### config.mk
export PLATFORM = sky130hd
export DESIGN_NAME = execute_unit
export DESIGN_NICKNAME = d
export VERILOG_FILES = /design/src/rtl/exec_pkg.sv /design/src/rtl/execute_unit_mul_iter.sv /design/src/rtl/execute_unit.sv
export SDC_FILE = /design/constraint.sdc
export NUM_CORES = 1
export LEC_CHECK = 0
export ABC_AREA = 1
export ABC_CLOCK_PERIOD_IN_PS = 2740
export BUFFER_PORTS_ARGS = -buffer_cell sky130_fd_sc_hd__buf_2
export CELL_PAD_IN_SITES_DETAIL_PLACEMENT = 0
export CELL_PAD_IN_SITES_GLOBAL_PLACEMENT = 2
export CORE_MARGIN = 2
export CORE_UTILIZATION = 34
export DETAILED_ROUTE_END_ITERATION = 7
export PLACE_DENSITY = 0.8
export SLEW_MARGIN = 15
export SYNTH_ARGS = -nofsm -noshare
export SYNTH_HDL_FRONTEND = slang
export SYNTH_SLANG_ARGS = --single-unit
### constraint.sdc
create_clock -name clk -period 2.74 [get_ports clk]
set_clock_uncertainty 0.15 [all_clocks]
set_input_delay 0.548 -clock clk [delete_from_list [all_inputs] [get_ports clk]]
set_output_delay 0.548 -clock clk [all_outputs]
set_load 0.01 [all_outputs]
### src/rtl/exec_pkg.sv
// Shared definitions for the execute stage: opcodes, FSM states, sign extension.
// Latency: n/a (package only).
// Backpressure: n/a (package only).
package exec_pkg;

  // Opcodes are compared against a zero-extended 32-bit copy of the opcode field,
  // so the block works for any opcode width.
  localparam logic [31:0] OP_ADD  = 32'd0;
  localparam logic [31:0] OP_SUB  = 32'd1;
  localparam logic [31:0] OP_AND  = 32'd2;
  localparam logic [31:0] OP_OR   = 32'd3;
  localparam logic [31:0] OP_XOR  = 32'd4;
  localparam logic [31:0] OP_SLL  = 32'd5;
  localparam logic [31:0] OP_SRL  = 32'd6;
  localparam logic [31:0] OP_ADDI = 32'd7;
  localparam logic [31:0] OP_CMP  = 32'd8;
  localparam logic [31:0] OP_BR   = 32'd9;
  localparam logic [31:0] OP_MUL  = 32'd10;

  typedef enum logic {
    IDLE     = 1'b0,
    MUL_BUSY = 1'b1
  } state_t;

  // Sign-extend the low 'width' bits of val to 64 bits; callers truncate to their width.
  function automatic logic [63:0] sext(input logic [63:0] val, input int width);
    logic [63:0] mask;
    mask = ~64'd0 << width;
    return val[width-1] ? (val | mask) : (val & ~mask);
  endfunction

endpackage

### src/rtl/execute_unit_mul_iter.sv
// Iterative shift-add multiplier: one multiplier bit per cycle, low DATA_W bits kept.
// Latency: DATA_W cycles after start; product is combinational while done is high.
// Backpressure: stall holds the final step (done stays high) until the result is taken.
module mul_iter
  import exec_pkg::*;
#(
  parameter int DATA_W = 16
) (
  input  logic              clk,
  input  logic              rst_n,
  input  logic              start,
  input  logic              stall,
  input  logic [DATA_W-1:0] a,
  input  logic [DATA_W-1:0] b,
  output logic              busy,
  output logic              done,
  output logic [DATA_W-1:0] product
);

  localparam int CW = $clog2(DATA_W);

  logic [DATA_W-1:0] mcand;
  logic [DATA_W-1:0] mplier;
  logic [DATA_W-1:0] acc;
  logic [DATA_W-1:0] step_sum;
  logic [CW-1:0]     cnt;

  // The final step's addend is folded in combinationally so the result can be
  // registered downstream on the same edge as the last iteration.
  assign step_sum = acc + (mplier[0] ? mcand : '0);
  assign done     = busy && (cnt == CW'(DATA_W - 1));
  assign product  = step_sum;

  // Latch operands on start, then advance one bit per cycle; hold on a stalled final step.
  always_ff @(posedge clk or negedge rst_n) begin
    if (!rst_n) begin
      busy   <= 1'b0;
      mcand  <= '0;
      mplier <= '0;
      acc    <= '0;
      cnt    <= '0;
    end else if (start) begin
      busy   <= 1'b1;
      mcand  <= a;
      mplier <= b;
      acc    <= '0;
      cnt    <= '0;
    end else if (busy && !(done && stall)) begin
      acc    <= step_sum;
      mcand  <= mcand << 1;
      mplier <= mplier >> 1;
      if (done) begin
        busy <= 1'b0;
        cnt  <= '0;
      end else begin
        cnt <= cnt + CW'(1);
      end
    end
  end

endmodule

### src/rtl/execute_unit.sv
// Execute stage: combinational ALU, branch target and flags into a registered output stage.
// Latency: 1 cycle for single-cycle ops, DATA_W cycles for MUL.
// Backpressure: in_ready drops while MUL iterates or while a held result is not consumed.
module execute_unit
  import exec_pkg::*;
#(
  parameter int DATA_W = 16,
  parameter int IDX_W  = 5,
  parameter int IMM_W  = 7,
  parameter int OP_W   = 5
) (
  input  logic              clk,
  input  logic              rst_n,
  input  logic              in_valid,
  output logic              in_ready,
  input  logic [OP_W-1:0]   control_in,
  input  logic [IDX_W-1:0]  dest_index_in,
  input  logic [DATA_W-1:0] reg1_data,
  input  logic [DATA_W-1:0] reg2_data,
  input  logic [DATA_W-1:0] npc,
  input  logic [IMM_W-1:0]  immediate,
  output logic              out_valid,
  input  logic              out_ready,
  output logic [OP_W-1:0]   control_out,
  output logic [IDX_W-1:0]  dest_index_out,
  output logic [DATA_W-1:0] result_out,
  output logic [DATA_W-1:0] target,
  output logic              dest_reg_write_en,
  output logic              zf,
  output logic              gf,
  output logic              lf
);

  localparam int SHW = $clog2(DATA_W);

  state_t            state;
  state_t            state_nx;
  logic [31:0]       op32;
  logic [DATA_W-1:0] imm_ext;
  logic [DATA_W-1:0] alu_res;
  logic [DATA_W-1:0] alu_tgt;
  logic              alu_we;
  logic              alu_flg;
  logic              is_mul;
  logic              accept;
  logic              stall;
  logic              ld_alu;
  logic              ld_mul;
  logic              mul_busy;
  logic              mul_done;
  logic [DATA_W-1:0] mul_prod;
  logic [OP_W-1:0]   mul_ctl;
  logic [IDX_W-1:0]  mul_dst;
  logic [DATA_W-1:0] mul_npc;

  assign stall    = out_valid && !out_ready;
  assign in_ready = (state == IDLE) && !mul_busy && (!out_valid || out_ready);
  assign accept   = in_valid && in_ready;
  assign op32     = 32'(control_in);
  assign is_mul   = (op32 == OP_MUL);
  assign ld_alu   = accept && !is_mul;
  assign ld_mul   = (state == MUL_BUSY) && mul_done && !stall;

  // Single-cycle ALU, branch target, write enable and flag-update select.
  always_comb begin
    imm_ext = DATA_W'(sext(64'(immediate), IMM_W));
    alu_res = '0;
    alu_tgt = npc;
    alu_we  = 1'b0;
    alu_flg = 1'b0;
    case (op32)
      OP_ADD:  begin alu_res = reg1_data + reg2_data;               alu_we = 1'b1; end
      OP_SUB:  begin alu_res = reg1_data - reg2_data;               alu_we = 1'b1; alu_flg = 1'b1; end
      OP_AND:  begin alu_res = reg1_data & reg2_data;               alu_we = 1'b1; end
      OP_OR:   begin alu_res = reg1_data | reg2_data;               alu_we = 1'b1; end
      OP_XOR:  begin alu_res = reg1_data ^ reg2_data;               alu_we = 1'b1; end
      OP_SLL:  begin alu_res = reg1_data << reg2_data[SHW-1:0];     alu_we = 1'b1; end
      OP_SRL:  begin alu_res = reg1_data >> reg2_data[SHW-1:0];     alu_we = 1'b1; end
      OP_ADDI: begin alu_res = reg1_data + imm_ext;                 alu_we = 1'b1; end
      OP_CMP:  begin alu_res = reg1_data - reg2_data;               alu_flg = 1'b1; end
      OP_BR:   begin alu_tgt = npc + imm_ext; end
      default: ;
    endcase
  end

  // Two-state FSM: leave IDLE on an accepted MUL, return once its result is registered.
  always_comb begin
    state_nx = state;
    case (state)
      IDLE:     if (accept && is_mul) state_nx = MUL_BUSY;
      MUL_BUSY: if (ld_mul) state_nx = IDLE;
      default:  state_nx = IDLE;
    endcase
  end

  // State register.
  always_ff @(posedge clk or negedge rst_n) begin
    if (!rst_n) state <= IDLE;
    else        state <= state_nx;
  end

  // Side-band fields of an in-flight MUL, captured at acceptance.
  always_ff @(posedge clk or negedge rst_n) begin
    if (!rst_n) begin
      mul_ctl <= '0;
      mul_dst <= '0;
      mul_npc <= '0;
    end else if (accept && is_mul) begin
      mul_ctl <= control_in;
      mul_dst <= dest_index_in;
      mul_npc <= npc;
    end
  end

  mul_iter #(.DATA_W(DATA_W)) u_mul (
    .clk     (clk),
    .rst_n   (rst_n),
    .start   (accept && is_mul),
    .stall   (stall),
    .a       (reg1_data),
    .b       (reg2_data),
    .busy    (mul_busy),
    .done    (mul_done),
    .product (mul_prod)
  );

  // Output register: a load wins over a consume, so load+consume keeps out_valid high.
  always_ff @(posedge clk or negedge rst_n) begin
    if (!rst_n) begin
      out_valid         <= 1'b0;
      control_out       <= '0;
      dest_index_out    <= '0;
      result_out        <= '0;
      target            <= '0;
      dest_reg_write_en <= 1'b0;
      zf                <= 1'b0;
      gf                <= 1'b0;
      lf                <= 1'b0;
    end else if (ld_alu) begin
      out_valid         <= 1'b1;
      control_out       <= control_in;
      dest_index_out    <= dest_index_in;
      result_out        <= alu_res;
      target            <= alu_tgt;
      dest_reg_write_en <= alu_we;
      if (alu_flg) begin
        zf <= (reg1_data == reg2_data);
        gf <= ($signed(reg1_data) > $signed(reg2_data));
        lf <= ($signed(reg1_data) < $signed(reg2_data));
      end
    end else if (ld_mul) begin
      out_valid         <= 1'b1;
      control_out       <= mul_ctl;
      dest_index_out    <= mul_dst;
      result_out        <= mul_prod;
      target            <= mul_npc;
      dest_reg_write_en <= 1'b1;
    end else if (out_valid && out_ready) begin
      out_valid <= 1'b0;
    end
  end

endmodule

==> results.toml, run 1 <==
[sta]
totalNegativeSetupSlack_ps = 0
setup-violations-final = 0
slew_worst_pin_ps = 760.2
final_min_period_over_clock_period_pct = 97.37
setup_slack_ps = 72.03
finalHoldViolations = 0
report.final.slew_viol_count = 0
worst_slew_margin_rel_pct = 49.20
fin_crit_ps = 2668
max_freq_ghz = 0.3748

[drt]
drcViolationCount = 0
total_iterations_of_the_first_detailed_routing_run = 5
antenna_left = 0
drt-vias-per-instance = 5.072
vias = 12480
first_iter_violations = 824
routed_wirelength_mm = 46.09
wl_per_cell_um = 18.74

[yosys]
ys_ff_latch = 127
yosysTopAreaCell = "dfrtp_1"
yosysTopAreaCellShare_pct = 27.36
netlist_instances = 1772
syn-num-nets = 1942
ys_dominant_reg_cell = "dfrtp_1"
syn_area_um2 = 11610
avgSynthCellArea_um2 = 6.554
post_synth_most_frequent_cells = "nand2_1 (538), inv_1 (220), nand3_1 (157)"
synthesis.yosys.warnings = 0
synth.distinct_cells = 53
synth_seq_area_share_pct = 27.36
count_of_flip_flops_with_a_built_in_enable_after_synthesis = 0
async_reset_ff_share_pct = 100.0
ys_top_cells_by_area = "dfrtp_1 (27%), nand2_1 (17%), ha_1 (10%)"
synth_most_common_cell = "nand2_1"

[place]
post-dp-hpwl_mm = 36.72
finalWeightedCongestion = 0.9661
number_of_port_buffers = 116
dpl_ws_ps = -496.6

[global_routing]
gr-usage-met2_pct = 40.50
global_route.peak_usage_layer = "met2"
track_usage_pct = 26.17
antenna_found_initial = 0
grt_util_met1_pct = 38.53
met3_track_demand_over_resource_pct = 3.427
grt_first_pass_wirelength_mm = 71.19
global_route_total_overflow = 0
grt_start_max_net_pins = 53
grt_pass1_vias = 12280

[floorplan]
initial_utilization_pct = 34.55
die_height_um = 188.8
top_level_ports = 117
rows = 67
chipWidth_um = 188.8
total_die_area_um2 = 35650
fp.coreArea_um2 = 33620

[clocking]
clkSlewWorstSetupHoldPaths_ps = 70
cts_max_level = 4
cts_buffers = 17
clock-sinks = 127
tritoncts = "yes"
clock-root-buffer = "clkbuf_16"
max-clock-path-buffers = 2
clk-insertion-delay-late_ps = 450

[pwr]
peakVddDrop_v = 0.0004780
power.static_leakage_nw = 7.686
power-per-cell-area_nw_per_um2 = 621.4

[hold_path]
holdCritPathClass = "input pin to register"

[final_layout]
final_layout_size_suffix_gt1_share_pct = 19.58
numnets_final = 2169
antenna_cells = 0
syn2layout_area_growth_pct = 24.94
post_layout_util_pct = 43.16

[setup_path]
endpoint_type_of_the_worst_setup_path = "register"
crit_path_max_incr_delay_ps = 370
critPathKind = "input pin to register"
critPathMaxFanout = 6
crit_required_ps = 2950
crit_path_max_delay_cell_type = "fa_2"
setup.worst_path.start_class = "input pin"
data_arrival_time_at_the_worst_slack_endpoint_ps = 2880
critical_path.cell_chain = "buf_4 -> nor2_4 -> nand3_4 -> clkinv_8 -> nand2_4 -> o21ai_2 -> ha_2 -> inv_2 -> fa_2 -> inv_2 -> nand3_2 -> nand2_4 -> buf_4 -> nor2_1 -> o21ai_2 -> nor2_1 -> nand2_1 -> nand2_1 -> a21oi_1"

[status]
status = "finished, final reports clean"

[flow_run]
maxCapViolCount = 0
cells by family after synthesis:
logic type,Yosys count,share of synthesized area (%)
flops,127,27.36
simple gates,893,32.61
xor+xnor,18,1.358
fa+ha+maj,101,11.14
compound gates,337,16.94
buf+inv,296,10.59
per-stage QoR:
step | hold slack (ps) | cell area (um^2) | total power (W) | instances
3_5_place_dp | 291.1 | 13590 | 0.006697 | 2418
2_1_floorplan | 102.4 | 11650 | 0.005166 | 1772
4_1_cts | 169.2 | 14190 | 0.009007 | 2451
3_3_place_gp | 292.2 | 13590 | 0.006669 | 2418
6_report | 180.8 | 14510 | 0.009016 | 2460
5_1_grt | 193.4 | 14510 | 0.009692 | 2460
timing repair:
action / 4_1_cts / 5_1_grt
pin swaps: 0 / 13
endpoints found under the hold margin: 44 / 0
endpoints found under the setup margin: 11 / 17
hold buffers: 1 / 0
gates cloned: 0 / 2
resized for setup: 2 / 56
setup buffers: 0 / 7
sequential cells by signal (all words and copies together), names as in the netlist:
signal and flops:
u_mul.acc 16, mul_dst 5, u_mul.mplier 16, out_valid 1, zf 1, result_out 16
u_mul.busy 1, u_mul.mcand 16, gf 1, dest_index_out 5, mul_npc 16, target 16
lf 1, state 1, u_mul.cnt 4, mul_ctl 5, dest_reg_write_en 1, control_out 5
worst max-delay path: cells and delay by family:
kind                       cells  cell delay, ps
and+or+nand+nor                9             890
buffers and inverters          5             470
AOI/OAI and AO/OA              3             380
adders and majority gates      2             570
worst paths after layout:
kind / endpoint / depth (start not counted) / from / slack [ps]
max: result_out[4] / 19 / control_in[4] / 70
min: mul_dst[4] / 3 / dest_index_in[4] / 180
max reg2reg: result_out[8] / 13 / u_mul.mplier[0] / 200
min reg2reg: mul_ctl[3] / 2 / mul_ctl[3] / 310
max in group asynchronous: u_mul.acc[6] / 3 / rst_n / 1270
min in group asynchronous: u_mul.acc[11] / 2 / rst_n / 470
area by class of cell:
| type | instances | area [um^2] |
|---|---|---|
| Clock inverter | 14 | 147.6 |
| Fill cell | 3677 | 19110 |
| Multi-Input combinational cell | 1349 | 7450 |
| Timing Repair Buffer | 264 | 1792 |
| Sequential cell | 127 | 3179 |
| Inverter | 238 | 924.6 |
| Tap cell | 448 | 560.5 |
| Timing Repair inverter | 2 | 17.52 |
| Clock buffer | 18 | 439.2 |
power by group:
| part | switching (W) | internal (W) | leakage, nW |
|---|---|---|---|
| combinational | 0.00226 | 0.00144 | 5.80 |
| clock | 0.00104 | 0.00123 | 0.289 |
| sequential | 0.000469 | 0.00257 | 1.59 |
metal layers:
metal / part of all wire (%) / routed length [um]
met5: 0 / 0
met4: 1.6 / 759
met3: 5.0 / 2306
met2: 44 / 20340
met1: 49 / 22690
placed cells by master (no fill, tap or decap), types with 5 or more instances in the layout:
cell type  Yosys  routed
nand2_4        1       6
xor2_1        15      15
nand2_2        6      15
nor3_1        13      12
o21bai_1       9       9
ha_1          97      91
nor2_1       132     130
inv_1        220     217
a22o_1        11      11
inv_6          1       6
dfrtp_1      127     126
or2_2          6       6
buf_2         17     114
o21ai_0      113     108
a21oi_1      105      98
o221ai_1      22      22
nand4_1       12      12
clkinv_4       1       6
buf_4          8     139
nand2_1      538     524
clkbuf_16      0      17
nand3_2        1      10
o21ai_1       25      28
and2_1         8       8
a21oi_2        0       7
o211ai_1      27      27
nor2_4        10      11
buf_12         0       7
nand3_1      157     147
ha_4           0       5
inv_2         13      14
(Power assumes the default switching activity.)
==> inputs of run 2 (changes only) <==
BUFFER_PORTS_ARGS = default   (was -buffer_cell sky130_fd_sc_hd__buf_2)
CORE_UTILIZATION = 36   (was 34)
DONT_BUFFER_PORTS = 1   (was default)
PLACE_DENSITY = 0.78   (was 0.8)
==> results.toml, run 2 (synthesized netlist as in run 1, its figures left out) <==
[setup_path]
rr_worst_depth = 15
critPathKind = "register to register"
setup.worst_path.start_class = "register"
data_arrival_time_at_the_worst_slack_endpoint_ps = 2780
crit-reg2reg-capture = "result_out[14]"
rrSetupSlack_ps = 170
regToRegStartpoint = "u_mul.mplier[0]"
critPathMaxFanout = 11
crit_required_ps = 2960
endpoint_type_of_the_worst_setup_path = "register"

[place]
number_of_port_buffers = 0
dpl_ws_ps = -486.8
finalWeightedCongestion = 0.9025
place_inst = 2212
post-dp-hpwl_mm = 35.39

[sta]
slew_worst_pin_ps = 1112
max_freq_ghz = 0.3893
hold_ws_ps = -341.6
rsz_0062_raised_after_global_routing = "true"
report.final.slew_viol_count = 0
setup_slack_ps = 171.4
setup-violations-final = 0
worst_slew_margin_rel_pct = 25.76
fin_crit_ps = 2569
final_min_period_over_clock_period_pct = 93.74
finalHoldViolations = 127

[clocking]
cts_max_level = 4
cts_buffers = 17
clock-sinks = 127
clock-root-buffer = "clkbuf_16"
max-clock-path-buffers = 2
tritoncts = "yes"
clkSlewWorstSetupHoldPaths_ps = 60
clk-insertion-delay-late_ps = 440

[final_layout]
layout_commonest_cell = "nand2_1"
antenna_cells = 0
layout_common_cells = "nand2_1 (533), inv_1 (217), nand3_1 (149), nor2_1 (130), dfrtp_1 (126)"
final_layout_size_suffix_gt1_share_pct = 11.07
numnets_final = 2000
stdcell_count = 2245
syn2layout_area_growth_pct = 14.45
fillCellCount = 3426

[global_routing]
gr-usage-met2_pct = 43.43
met3_track_demand_over_resource_pct = 3.744
antenna_found_initial = 0
global_route.peak_usage_layer = "met2"
grt_pass1_vias = 11690
grt_util_met1_pct = 38.06
global_route_total_overflow = 0
grt_first_pass_wirelength_mm = 68.82
track_usage_pct = 26.89
grt_start_max_net_pins = 128

[pwr]
overall_power_of_the_completed_layout_w = 0.008463
power-per-cell-area_nw_per_um2 = 636.7
peakVddDrop_v = 0.0004115
power.static_leakage_nw = 6.902

[floorplan]
rows = 65
die_height_um = 183.6
initial_utilization_pct = 36.71
fp.coreArea_um2 = 31640
top_level_ports = 117
total_die_area_um2 = 33710
chipWidth_um = 183.6

[drt]
vias = 11870
routed_wirelength_mm = 44.45
drt-vias-per-instance = 5.287
antenna_left = 0
first_iter_violations = 871
total_iterations_of_the_first_detailed_routing_run = 5
wl_per_cell_um = 19.80
drcViolationCount = 0

[status]
status = "complete, but fails checks"
violations = "negative hold slack"

[flow_run]
maxCapViolCount = 0

[hold_path]
holdCritPathClass = "input pin to asynchronous set/reset pin"
run 2: cell types whose count changed in the layout (fill, tap and decap cells not counted), moves of 3 or more:
cell and change:
a21oi_1 +4, nand2_4 -5, a21oi_2 -4, ha_1 +3, nand2_2 -4, buf_2 -114
buf_4 -46, buf_12 -4, nand2_1 +9, inv_8 -3, ha_4 -3
run 2: cell type report:
cell class / instances / area, um^2 / area share (%)
multi-input combinational: 1350 / 7338 / 55.21
sequential: 127 / 3179 / 23.92
inverter: 238 / 924.6 / 6.957
timing repair buffer: 96 / 758.2 / 5.705
tap: 402 / 503.0 / 3.784
clock buffer: 18 / 429.2 / 3.229
clock inverter: 14 / 158.9 / 1.196
run 2: power by group:
group	total (W)	internal [W]	switching [W]
clock	0.00229	0.00135	0.000937
sequential	0.00331	0.00258	0.000732
combinational	0.00286	0.00111	0.00176
run 2: critical path: stages, from the launching register on:
cell and delay, ps:
dfrtp_2 500, nand2_1 100, inv_1 50, ha_1 230
fa_1 430, nand3_1 100, nand2_2 110, nand2_1 90
nand2_1 80, nand3_1 140, nand2_1 70, nand2_1 50
nand2_1 80, o21ai_1 130, inv_1 60, a21oi_1 120
run 2: worst max-delay path by stage:
stage / start / end / slack, ps / cells past startpoint
finish: u_mul.mplier[0] / result_out[14] / 170 / 15
global placement: control_in[1] / result_out[8] / -440 / 21
CTS: control_in[1] / result_out[8] / 50 / 21
floorplan: control_in[3] / result_out[8] / -110 / 21
global route: control_in[4] / result_out[13] / -50 / 21
detailed placement: control_in[1] / result_out[8] / -490 / 21
run 2: repair_timing:
action | 4_1_cts | 5_1_grt
setup endpoints to repair | 11 | 20
pin swaps | 1 | 0
hold endpoints to repair | 127 | 127
gates resized for setup | 1 | 27
cloned | 1 | 0
buffers inserted | 0 | 0
run 2: layer usage:
metal	routed length (um)	up-vias
li1	-	5904
met1	21260	5679
met2	20340	256
met3	2151	31
met4	698	0
met5	0	-
run 2: stage by stage:
stage | util, % | hold slack (ps) | instance area, um^2 | setup TNS (ps)
6_report | 42.01 | -341.6 | 13290 | 0
5_1_grt | 42.01 | -355.7 | 13290 | -47.20
4_1_cts | 41.66 | -359.2 | 13180 | 0
3_5_place_dp | 39.76 | 109.2 | 12580 | -6944
3_3_place_gp | 39.76 | 110.3 | 12580 | -5922
2_1_floorplan | - | 102.4 | 11650 | -174.6
==> inputs of run 3 (changes only) <==
==> constraint.sdc (replaced) <==
create_clock -name clk -period 2.74 [get_ports clk]
set_clock_uncertainty 0.15 [all_clocks]
set_input_delay 0.274 -clock clk [delete_from_list [all_inputs] [get_ports clk]]
set_output_delay 0.274 -clock clk [all_outputs]
set_load 0.01 [all_outputs]
==> results.toml, run 3 (synthesized netlist as in run 1, its figures left out) <==
[drt]
wl_per_cell_um = 20.00
total_iterations_of_the_first_detailed_routing_run = 5
vias = 12100
drt-vias-per-instance = 5.303
drcViolationCount = 0
first_iter_violations = 899
routed_wirelength_mm = 45.62
antenna_left = 0

[clocking]
max-clock-path-buffers = 2
postCtsHoldBufs = 52
tritoncts = "yes"
clkSlewWorstSetupHoldPaths_ps = 60
clk-insertion-delay-late_ps = 450
clock-sinks = 127
clock-root-buffer = "clkbuf_16"
cts_buffers = 17
cts_max_level = 4

[pwr]
power-per-cell-area_nw_per_um2 = 629.0
power.static_leakage_nw = 7.007
power.net_switching_w = 0.003519
internal_power_w = 0.005013
part_of_the_total_power_dissipated_in_the_clock_network_pct = 26.7
comb_power_share_pct = 34.6
sw_frac_of_total_pct = 41.25
power.share.sequential_pct = 38.7
peakVddDrop_v = 0.0005158

[final_layout]
layout_commonest_cell = "nand2_1"
syn2layout_area_growth_pct = 16.80
antenna_cells = 0
stdcell_count = 2281
layout_common_cells = "nand2_1 (538), inv_1 (219), nand3_1 (155), nor2_1 (130), dfrtp_1 (126)"
numnets_final = 2036
post_layout_util_pct = 42.88
final_layout_size_suffix_gt1_share_pct = 9.101

[floorplan]
fp.coreArea_um2 = 31640
chipWidth_um = 183.6
rows = 65
total_die_area_um2 = 33710
initial_utilization_pct = 36.71
die_height_um = 183.6
top_level_ports = 117

[sta]
worst_slew_margin_rel_pct = 26.30
fin_crit_ps = 2625
final_min_period_over_clock_period_pct = 95.79
setup-violations-final = 0
max_freq_ghz = 0.3810
hold_ws_ps = -627.1
setup_slack_ps = 115.2
totalNegativeSetupSlack_ps = 0
report.final.slew_viol_count = 0
finalHoldViolations = 127
rsz_0062_raised_after_global_routing = "false"
slew_worst_pin_ps = 1104

[setup_path]
critPathKind = "input pin to register"
crit_path_max_delay_cell_type = "dlygate4sd3_1"
crit_required_ps = 2970
data_arrival_time_at_the_worst_slack_endpoint_ps = 2850
worst_setup_path_startpoint = "reg1_data[0]"
setup.worst_path.start_class = "input pin"
crit_path_max_incr_delay_ps = 560
endpoint_type_of_the_worst_setup_path = "register"
critPathMaxFanout = 5
regToRegStartpoint = "u_mul.mplier[0]"
critical_path.cell_chain = "dlygate4sd3_1 -> inv_1 -> ha_1 -> fa_1 -> inv_1 -> nand2_1 -> nand2_1 -> nand3_1 -> nand4_1 -> nand3_1 -> nand3_1 -> nand2_1 -> a21oi_1"
rrSetupSlack_ps = 200

[global_routing]
global_route_total_overflow = 0
grt_first_pass_wirelength_mm = 69.94
grt_pass1_vias = 11880
grt_start_max_net_pins = 128
track_usage_pct = 27.56
antenna_found_initial = 0

[status]
violations = "negative hold slack"
status = "complete, but fails checks"

[flow_run]
maxCapViolCount = 0

[place]
place_inst = 2196
finalWeightedCongestion = 0.9539
post-dp-hpwl_mm = 34.87
number_of_port_buffers = 0
dpl_ws_ps = -336.0

[hold_path]
holdCritPathClass = "input pin to asynchronous set/reset pin"
-- run 3: final timing paths --
path / endpoint / cells after the start
hold / removal: u_mul.mplier[14] / 0
max in group asynchronous: mul_npc[1] / 0
min in group clk: control_out[4] / 3
setup reg to reg: result_out[14] / 16
setup / recovery: result_out[12] / 13
hold reg to reg: mul_ctl[3] / 2
-- run 3: worst max-delay path: cells and delay by family --
family	cells	cell delay, ps
buffers and inverters	3	820
AND/OR/NAND/NOR	7	960
adder cells (fa/ha/maj)	2	680
AO/OA/AOI/OAI	1	130
-- run 3: metrics by stage --
step	total power, W	cell area (um^2)
after floorplan	0.005162	11630
after global placement	0.006129	12420
after detailed placement	0.006163	12420
after CTS	0.008575	13530
after global routing	0.009122	13560
final	0.008532	13560
-- run 3: what timing repair did --
action                                  4_1_cts  5_1_grt
gates cloned                                  1        0
setup buffers                                 0        0
endpoints found under the setup margin       11        8
pin swaps                                     1        0
gates resized for setup                       1       10
hold endpoints to repair                    199      127
-- run 3: final cells by class --
class	instances	area [um^2]
clock buffers	18	429.2
clock inverters	14	147.6
fillers	3415	18070
inverters	238	912.1
multi-input cells	1350	7259
flip-flops and latches	127	3179
well taps	402	503.0
repair buffers	132	1134
-- run 3: metal layers --
| metal | global-route usage [%] | share of wire, % | up-vias |
|---|---|---|---|
| met2 | 43.76 | 45 | 336 |
| met3 | 4.873 | 5.5 | 50 |
| li1 | - | - | 5983 |
| met1 | 38.24 | 47 | 5727 |
| met5 | 0 | 0 | - |
| met4 | 8.192 | 2.7 | 0 |
-- run 3: power by group through the flow --
stage	registers (W)	clock network, W	logic, W
final	0.00330	0.00228	0.00295
after global routing	0.00337	0.00239	0.00336
after CTS	0.00331	0.00233	0.00294
after detailed placement	0.00333	0	0.00283
after global placement	0.00333	0	0.00280
after floorplan	0.00308	0	0.00208
